--- src/rtl/frame_capture_ctrl.sv ---
// frame_capture_ctrl: one-shot / continuous camera frame capture into a
// single-port frame buffer, sharing the port with read requests.
module frame_capture_ctrl #(
   parameter int H_ACTIVE   = 640,
   parameter int V_ACTIVE   = 480,
   parameter int ADDR_W     = 19,
   parameter int FIFO_DEPTH = 4,
   parameter int WR_URGENT  = 3
) (
   input  logic              clock,
   input  logic              reset_n,
   input  logic              cap_start,
   input  logic              cap_continuous,
   output logic              cap_busy,
   output logic              cap_done,
   output logic [7:0]        frame_count,
   output logic              overflow,
   input  logic              vsync,
   input  logic              pix_valid,
   input  logic [9:0]        pix_x,
   input  logic [8:0]        pix_y,
   input  logic [15:0]       pix_data,
   input  logic              rd_req,
   input  logic [ADDR_W-1:0] rd_addr,
   output logic              rd_grant,
   output logic [15:0]       rd_data,
   output logic              rd_data_valid,
   output logic              mem_en,
   output logic              mem_we,
   output logic [ADDR_W-1:0] mem_addr,
   output logic [15:0]       mem_wdata,
   input  logic [15:0]       mem_rdata
);

   localparam int PW = (FIFO_DEPTH > 1) ? $clog2(FIFO_DEPTH) : 1;
   localparam int CW = $clog2(FIFO_DEPTH + 1);

   typedef enum logic [2:0] {
      S_IDLE,
      S_ARM,
      S_CAPTURE,
      S_DRAIN,
      S_DONE
   } state_t;

   state_t            r_state;
   state_t            w_state_nxt;
   logic              r_vs_prev;
   logic              r_run;
   logic [PW-1:0]     r_wptr;
   logic [PW-1:0]     r_rptr;
   logic [CW-1:0]     r_count;
   logic              r_overflow;
   logic [7:0]        r_frame_count;
   logic              r_rd_valid;
   logic [15:0]       r_rd_hold;
   logic [ADDR_W-1:0] r_fifo_addr [FIFO_DEPTH];
   logic [15:0]       r_fifo_data [FIFO_DEPTH];

   logic              w_vs_fall;
   logic              w_vs_rise;
   logic              w_in_range;
   logic [ADDR_W-1:0] w_pix_addr;
   logic              w_push_req;
   logic              w_full;
   logic              w_empty;
   logic              w_push;
   logic              w_urgent;
   logic              w_rd_grant;
   logic              w_pop;

   assign w_vs_fall = r_vs_prev & ~vsync;
   assign w_vs_rise = ~r_vs_prev & vsync;

   assign w_in_range = (32'(pix_x) < H_ACTIVE)
                     && (32'(pix_y) < V_ACTIVE);
   assign w_pix_addr = ADDR_W'(pix_y) * ADDR_W'(H_ACTIVE)
                     + ADDR_W'(pix_x);

   assign w_push_req = (r_state == S_CAPTURE) && pix_valid && w_in_range;
   assign w_full     = (r_count == CW'(FIFO_DEPTH));
   assign w_empty    = (r_count == '0);
   assign w_push     = w_push_req && !w_full;

   // r_run holds the memory port quiet until the first edge after reset
   assign w_urgent   = (r_count >= CW'(WR_URGENT));
   assign w_rd_grant = r_run && rd_req && !w_urgent;
   assign w_pop      = r_run && !w_empty && !w_rd_grant;

   always_comb begin
      w_state_nxt = r_state;
      unique case (r_state)
         S_IDLE:    if (cap_start) w_state_nxt = S_ARM;
         S_ARM:     if (w_vs_fall) w_state_nxt = S_CAPTURE;
         S_CAPTURE: if (w_vs_rise) w_state_nxt = S_DRAIN;
         S_DRAIN:   if (w_empty && !w_pop) w_state_nxt = S_DONE;
         S_DONE:    w_state_nxt = cap_continuous ? S_ARM : S_IDLE;
         default:   w_state_nxt = S_IDLE;
      endcase
   end

   always_ff @(posedge clock or negedge reset_n) begin
      if (!reset_n) begin
         r_state       <= S_IDLE;
         r_vs_prev     <= 1'b0;
         r_run         <= 1'b0;
         r_wptr        <= '0;
         r_rptr        <= '0;
         r_count       <= '0;
         r_overflow    <= 1'b0;
         r_frame_count <= '0;
         r_rd_valid    <= 1'b0;
         r_rd_hold     <= '0;
      end else begin
         r_state    <= w_state_nxt;
         r_vs_prev  <= vsync;
         r_run      <= 1'b1;
         r_rd_valid <= w_rd_grant;
         if (r_rd_valid)
            r_rd_hold <= mem_rdata;
         if (r_state == S_DONE)
            r_frame_count <= r_frame_count + 8'd1;
         if (r_state == S_IDLE && cap_start)
            r_overflow <= 1'b0;
         else if (w_push_req && w_full)
            r_overflow <= 1'b1;
         if (w_push)
            r_wptr <= r_wptr + PW'(1);
         if (w_pop)
            r_rptr <= r_rptr + PW'(1);
         if (w_push && !w_pop)
            r_count <= r_count + CW'(1);
         else if (!w_push && w_pop)
            r_count <= r_count - CW'(1);
      end
   end

   always_ff @(posedge clock) begin
      if (w_push) begin
         r_fifo_addr[r_wptr] <= w_pix_addr;
         r_fifo_data[r_wptr] <= pix_data;
      end
   end

   assign cap_busy      = (r_state != S_IDLE);
   assign cap_done      = (r_state == S_DONE);
   assign frame_count   = r_frame_count;
   assign overflow      = r_overflow;
   assign rd_grant      = w_rd_grant;
   assign rd_data_valid = r_rd_valid;
   assign rd_data       = r_rd_valid ? mem_rdata : r_rd_hold;
   assign mem_en        = w_rd_grant | w_pop;
   assign mem_we        = w_pop;
   assign mem_addr      = w_pop      ? r_fifo_addr[r_rptr] :
                          w_rd_grant ? rd_addr : '0;
   assign mem_wdata     = w_pop ? r_fifo_data[r_rptr] : '0;

endmodule
--- config.mk ---
export PLATFORM = sky130hd
export DESIGN_NAME = frame_capture_ctrl
export DESIGN_NICKNAME = d
export VERILOG_FILES = /design/src/rtl/frame_capture_ctrl.sv
export SDC_FILE = /design/constraint.sdc
export NUM_CORES = 1
export LEC_CHECK = 0
export ABC_AREA = 1
export CAP_MARGIN = 20
export CORE_ASPECT_RATIO = 0.5
export CORE_MARGIN = 2
export CORE_UTILIZATION = 30
export CTS_CLUSTER_SIZE = 20
export DETAILED_ROUTE_END_ITERATION = 10
export GPL_TIMING_DRIVEN = 1
export SLEW_MARGIN = 20
export SYNTH_ARGS = -nofsm -noshare
export SYNTH_HDL_FRONTEND = slang
export SYNTH_SLANG_ARGS = --single-unit
--- constraint.sdc ---
create_clock -name clock -period 3.5 [get_ports clock]
set_clock_uncertainty 0.2 [all_clocks]
set_input_delay 0.7 -clock clock [delete_from_list [all_inputs] [get_ports clock]]
set_output_delay 0.7 -clock clock [all_outputs]
set_load 0.02 [all_outputs]
# Yosys cells after proc, flatten, opt, wreduce, memory -nomap -nowiden
# Memories as Yosys holds them, arrays and structs flattened.
# Index checks and enable logic that the tools add are counted.
[op_classes]
n_eq_ne = 9
n_reduce_logical = 25
magnitude_cmp = 3
addsub = 6
n_bitwise = 5
mux = 16
n_mul = 1
[op_table]
columns = ["operator", "count"]
rows = [
  ["19-bit 2-to-1 mux", 2],
  ["16-bit 2-to-1 mux", 2],
  ["19-bit by 10-bit adder with 19-bit output", 1],
  ["3-bit 2-to-1 mux", 6],
  ["3-bit case mux with 5 select lines", 1],
  ["1-bit logical AND", 13],
  ["9-bit by 3-bit multiplier with 12-bit output, second input constant", 1],
  ["10-bit less-than comparator, second input constant", 1],
  ["9-bit less-than comparator, second input constant", 1],
  ["8-bit by 1-bit adder with 8-bit output, second input constant", 1],
  ["2-bit != test, second input constant", 4],
  ["3-bit by 2-bit == test with 1-bit output, second input constant", 2],
  ["3-bit == test, second input constant", 2],
  ["1-bit logical NOT", 6],
  ["3-bit logical NOT", 2],
  ["1-bit 2-to-1 mux", 5],
  ["2-bit by 1-bit adder with 2-bit output, second input constant", 2],
  ["4-bit AND reduction", 1],
  ["2-bit nonzero test", 2],
  ["3-bit by 1-bit adder with 3-bit output, second input constant", 1],
  ["3-bit by 1-bit == test with 1-bit output, second input constant", 1],
  ["3-bit by 2-bit greater-or-equal comparator with 1-bit output, second input constant", 1],
  ["3-bit nonzero test", 1],
  ["3-bit by 1-bit subtractor with 3-bit output, second input constant", 1],
  ["other kinds (3)", 5],
]
[word_totals]
mem_bits_rw = 140
wordCells = 77
input_bits = 77
n_memories = 2
ff_bits = 38
[memory_table]
columns = ["memory", "words", "width", "rd", "rd_ports_with_merged_regs", "write_ports", "line_no", "rtl"]
rows = [
  ["r_fifo_addr", 4, 19, 1, 0, 1, "57", "logic [ADDR_W-1:0] r_fifo_addr [FIFO_DEPTH];"],
  ["r_fifo_data", 4, 16, 1, 0, 1, "58", "logic [15:0] r_fifo_data [FIFO_DEPTH];"],
]

# Logic depth before layout (Yosys ltp)
[logic_depth]
depth_word = 9
mapped_depth = 13
depth_no_buf = 13

# Least setup slack after synthesis
# OpenSTA, ideal clock, no wires.
[synth_timing]
path_kind = "input to register"
startpoint = "in pix_x[8]"
endpoint = "mem r_fifo_addr[0][0], enable pin"
path_buffers = 1
cell_stages = 6
path_slack_ns = 0.036
arrival_time_ns = 2.836
required_ns = 2.872
path_cell_list = "o21ai_0 -> and2_1 -> nand2_1 -> or2_1 -> buf_6 -> nor2_1"
[synth_between]
elab_chain_cells = 6
[synth_rtl]
columns = ["element", "line_no", "rtl"]
rows = [
  ["start: declaration", "20", "input logic [9:0] pix_x,"],
  ["10-bit less-than comparator", "75", "assign w_in_range = (32'(pix_x) < H_ACTIVE)"],
  ["1-bit logical AND", "76", "&& (32'(pix_y) < V_ACTIVE);"],
  ["1-bit logical AND", "80", "assign w_push_req = (r_state == S_CAPTURE) && pix_valid && w_in_range;"],
  ["1-bit logical AND", "83", "assign w_push = w_push_req && !w_full;"],
  ["1-bit 2-to-1 mux", "139", "if (w_push) begin"],
  ["1-bit 2-to-1 mux (not written as such)", "140", "r_fifo_addr[r_wptr] <= w_pix_addr;"],
  ["end: declaration", "57", ""],
]
# Every way passes these cells.

# Final worst setup path
[layout_timing]
startpoint = "in rd_req"
endpoint = "out mem_addr[10]"
[layout_between]
elab_chain_cells = 5
[layout_rtl]
columns = ["element", "line_no", "rtl"]
rows = [
  ["start: declaration", "23", "input logic rd_req,"],
  ["1-bit logical AND * (2 in a row)", "87", "assign w_rd_grant = r_run && rd_req && !w_urgent;"],
  ["1-bit logical NOT", "88", "assign w_pop = r_run && !w_empty && !w_rd_grant;"],
  ["1-bit logical AND", "88", ""],
  ["19-bit 2-to-1 mux *", "154", "assign mem_addr = w_pop ? r_fifo_addr[r_rptr] :"],
  ["end: declaration", "30", "output logic [ADDR_W-1:0] mem_addr,"],
]
# Every way passes the cells marked *; elsewhere a longest branch is shown, timed or not.

==> flow_summary.yaml <==
status:
  status: "finished, final reports clean"
setup_path:
  path_cells: "clkdlybuf4s50_1, nand3_1, a21oi_2, nor2_4, buf_12, nand3_1, nand2_1, clkdlybuf4s50_1"
  end_kind: "output port"
  crit_path_max_incr_delay_ns: 0.53
  crit_required_ns: 2.60
  r2r_slack_ns: 0.97
  worstReg2RegEnd: "r_count[2]"
  worstSetupPathType: "in2out"
  critPathArrivalTime_ns: 2.51
  endpoint: "mem_addr[10]"
  crit_path_top_delay_cell: "clkdlybuf4s50_1"
  r2r_cells: 11
  worstSetupStartpoint: "rd_req"
  path_max_fanout: 34
  cp-start-kind: "input pin"
  reg2reg_from: "r_state[2]"
synth:
  netlist_instances: 748
  synth_warnings: 0
  synth_area_leaders: "edfxtp_1, dfrtp_1, nand2_1, nand3_1, inv_1"
  synth_top_cell_area_share: 0.521
  yosys.area.top_type: "edfxtp_1"
  synth.cell_area_um2: 8070
  ys_seq_elements: 178
  ys_seq_area_frac: 0.638
  yosysUniqueCellTypes: 34
  avgSynthCellArea_um2: 10.8
  syn_nets: 851
die:
  die_x_um: 236
  die_h_um: 120
  coreArea_um2: 26400
  initial_utilization: 0.305
  die-area_um2: 28300
  floorplan.rows: 42
  num_io_pins: 143
cells_and_area:
  final_common_cell: "nand2_1"
  final_cell_mix: "nand2_1, edfxtp_1, clkdlybuf4s50_1, inv_1, nand3_1"
  fillers: 2491
  fin_nets: 1003
  seq_area_um2: 5160
  multi_input_area_um2: 2480
  syn2layout_area_growth_pct: 32.9
  insertedDiodeCount: 0
  layout-drive-gt1-share: 0.0964
  final_area_um2: 10700
sta:
  fin_crit_ns: 3.41
  fin_crit_sh: 0.973
  relSlewSlack: 0.396
  rsz0062_at_grt: "false"
  final_max_slew_viol_count: 0
  finalSetupTns_ns: 0
  tightestPinTransition_ns: 0.906
  clock.fmax_mhz: 294
  setup_violations: 0
  finalHoldViolCount: 0
drt:
  vias: 5591
  final_antenna_net_count: 0
  drtPass1Iterations: 4
  viasPerCell: 4.42
  routedWlPerCell_um: 14.5
  drt_iter0_markers: 264
  totalWireLength_mm: 18.4
  remaining_drc_errors: 0
power:
  clockPowerShare: 0.263
  p_sw_frac: 0.349
  pwr-share-seq: 0.346
  max-vdd-ir-drop_mv: 0.317
  internal_power_w: 0.00516
  p_comb_frac: 0.392
  p_leak_nw: 4.36
  p_per_area_nw_per_um2: 738
  p_sw_w: 0.00276
cts:
  insertion_delay_ns: 0.42
  cts_buffers: 17
  clk_path_buf_depth: 2
  cts_hold_buf: 0
  clk_pin_slew_ns: 0.07
  cts_root_buffer: "clkbuf_16"
  cts.sinks: 178
  cts_tree: "built"
  cts_max_level: 4
placement:
  portBuffers: 142
  place_area_um2: 10100
  hpwlAfterDp_mm: 12.8
  gp_congestion: 0.739
grt:
  antenna_found_initial: 0
  grt_pass1_wl_mm: 29.3
  gr-total-overflow: 0
  grtUsageTotal: 0.132
  grt_pass1_vias: 5743
  grt_max_degree: 39
min_path:
  hold_class: "in2async"
flow_run:
  maxCapViolations: 0
## cell families after synthesis
family,Yosys count,synth area share
fa+ha+maj,26,0.0431
xor+xnor,18,0.0195
mux,17,0.0237
flops,178,0.638
other cells,1,0.000464
buf+inv,115,0.0583
simple gates,294,0.151
compound gates,99,0.0651
## cell type report
class	instances	area share
inverter	85	0.0304
clock buffer	17	0.0396
tap	352	0.0410
sequential	178	0.480
timing repair buffer	163	0.156
clock inverter	15	0.0209
multi-input combinational	455	0.231
## cells in the mapped netlist
library cell  number
xor2_1             9
clkinv_4           1
buf_1              7
fa_1               3
nand3b_1           1
buf_4              1
a21oi_1           26
nand2_2            2
nor3_1             5
ha_1              23
buf_2             12
xnor2_1            9
nor2_1            52
nand4_1            3
nand2_1          162
conb_1             1
buf_6              2
and3_1             1
o21ai_1            4
o22ai_1           16
o21ai_0           50
inv_1             79
o21ai_2            1
nor2_2             5
clkbuf_1           8
or2_1              1
mux2_2            17
o211ai_1           1
nand3_1           61
a21oi_2            1
and2_1             1
edfxtp_1         140
inv_2              5
dfrtp_1           38
## critical path, delay by kind of cell
| family | cells | cell delay (ns) |
|---|---|---|
| AND/OR/NAND/NOR | 4 | 0.35 |
| AO/OA/AOI/OAI | 1 | 0.25 |
| buffers and inverters | 3 | 1.19 |
## stage by stage
stage | total power (W) | instances | hold WS, ns | setup slack [ns] | utilization
final | 0.00792 | 1265 | 0.206 | 0.0944 | 0.406
after global routing | 0.00842 | 1265 | 0.270 | 0.0133 | 0.406
after CTS | 0.00803 | 1265 | 0.239 | 0.0188 | 0.405
after detailed placement | 0.00593 | 1233 | 0.270 | 0.0308 | 0.381
after global placement | 0.00588 | 1233 | 0.263 | 0.0508 | 0.381
after floorplan | 0.00461 | 748 | 0.204 | 0.0365 | -
## per-layer routing
layer / GRT usage / share of wire
met4: 0.0382 / 0.0094
met1: 0.163 / 0.46
met3: 0.0251 / 0.020
met5: 0 / 0
met2: 0.234 / 0.51
## registers in the layout, indices dropped and copies added, names as in the netlist
| register | cells |
|---|---|
| r_rptr | 2 |
| frame_count | 8 |
| r_state | 3 |
| r_vs_prev | 1 |
| r_fifo_addr | 76 |
| r_fifo_data | 64 |
| r_count | 3 |
| r_wptr | 2 |
| r_rd_hold | 16 |
| rd_data_valid | 1 |
| r_run | 1 |
| overflow | 1 |
## power groups by stage
stage	combinational, W	sequential, W	clock (W)
after floorplan	0.00187	0.00274	0
after global placement	0.00311	0.00277	0
after detailed placement	0.00315	0.00278	0
after CTS	0.00317	0.00274	0.00213
after global routing	0.00344	0.00277	0.00221
final	0.00310	0.00274	0.00208
## worst min-delay path by stage
stage	start	endpoint	slack (ns)
final	reset_n	r_rd_hold[4]	0.21
after CTS	reset_n	r_rd_hold[4]	0.24
after global placement	frame_count[7]	frame_count[7]	0.26
after global routing	reset_n	r_rd_hold[2]	0.27
after floorplan	reset_n	frame_count[0]	0.20
after detailed placement	frame_count[7]	frame_count[7]	0.27
## repair_timing
action	in CTS	in global routing
gates resized for setup	0	7
endpoints found under the setup margin	0	10
setup buffers	0	0
(Power assumes the default switching activity.)
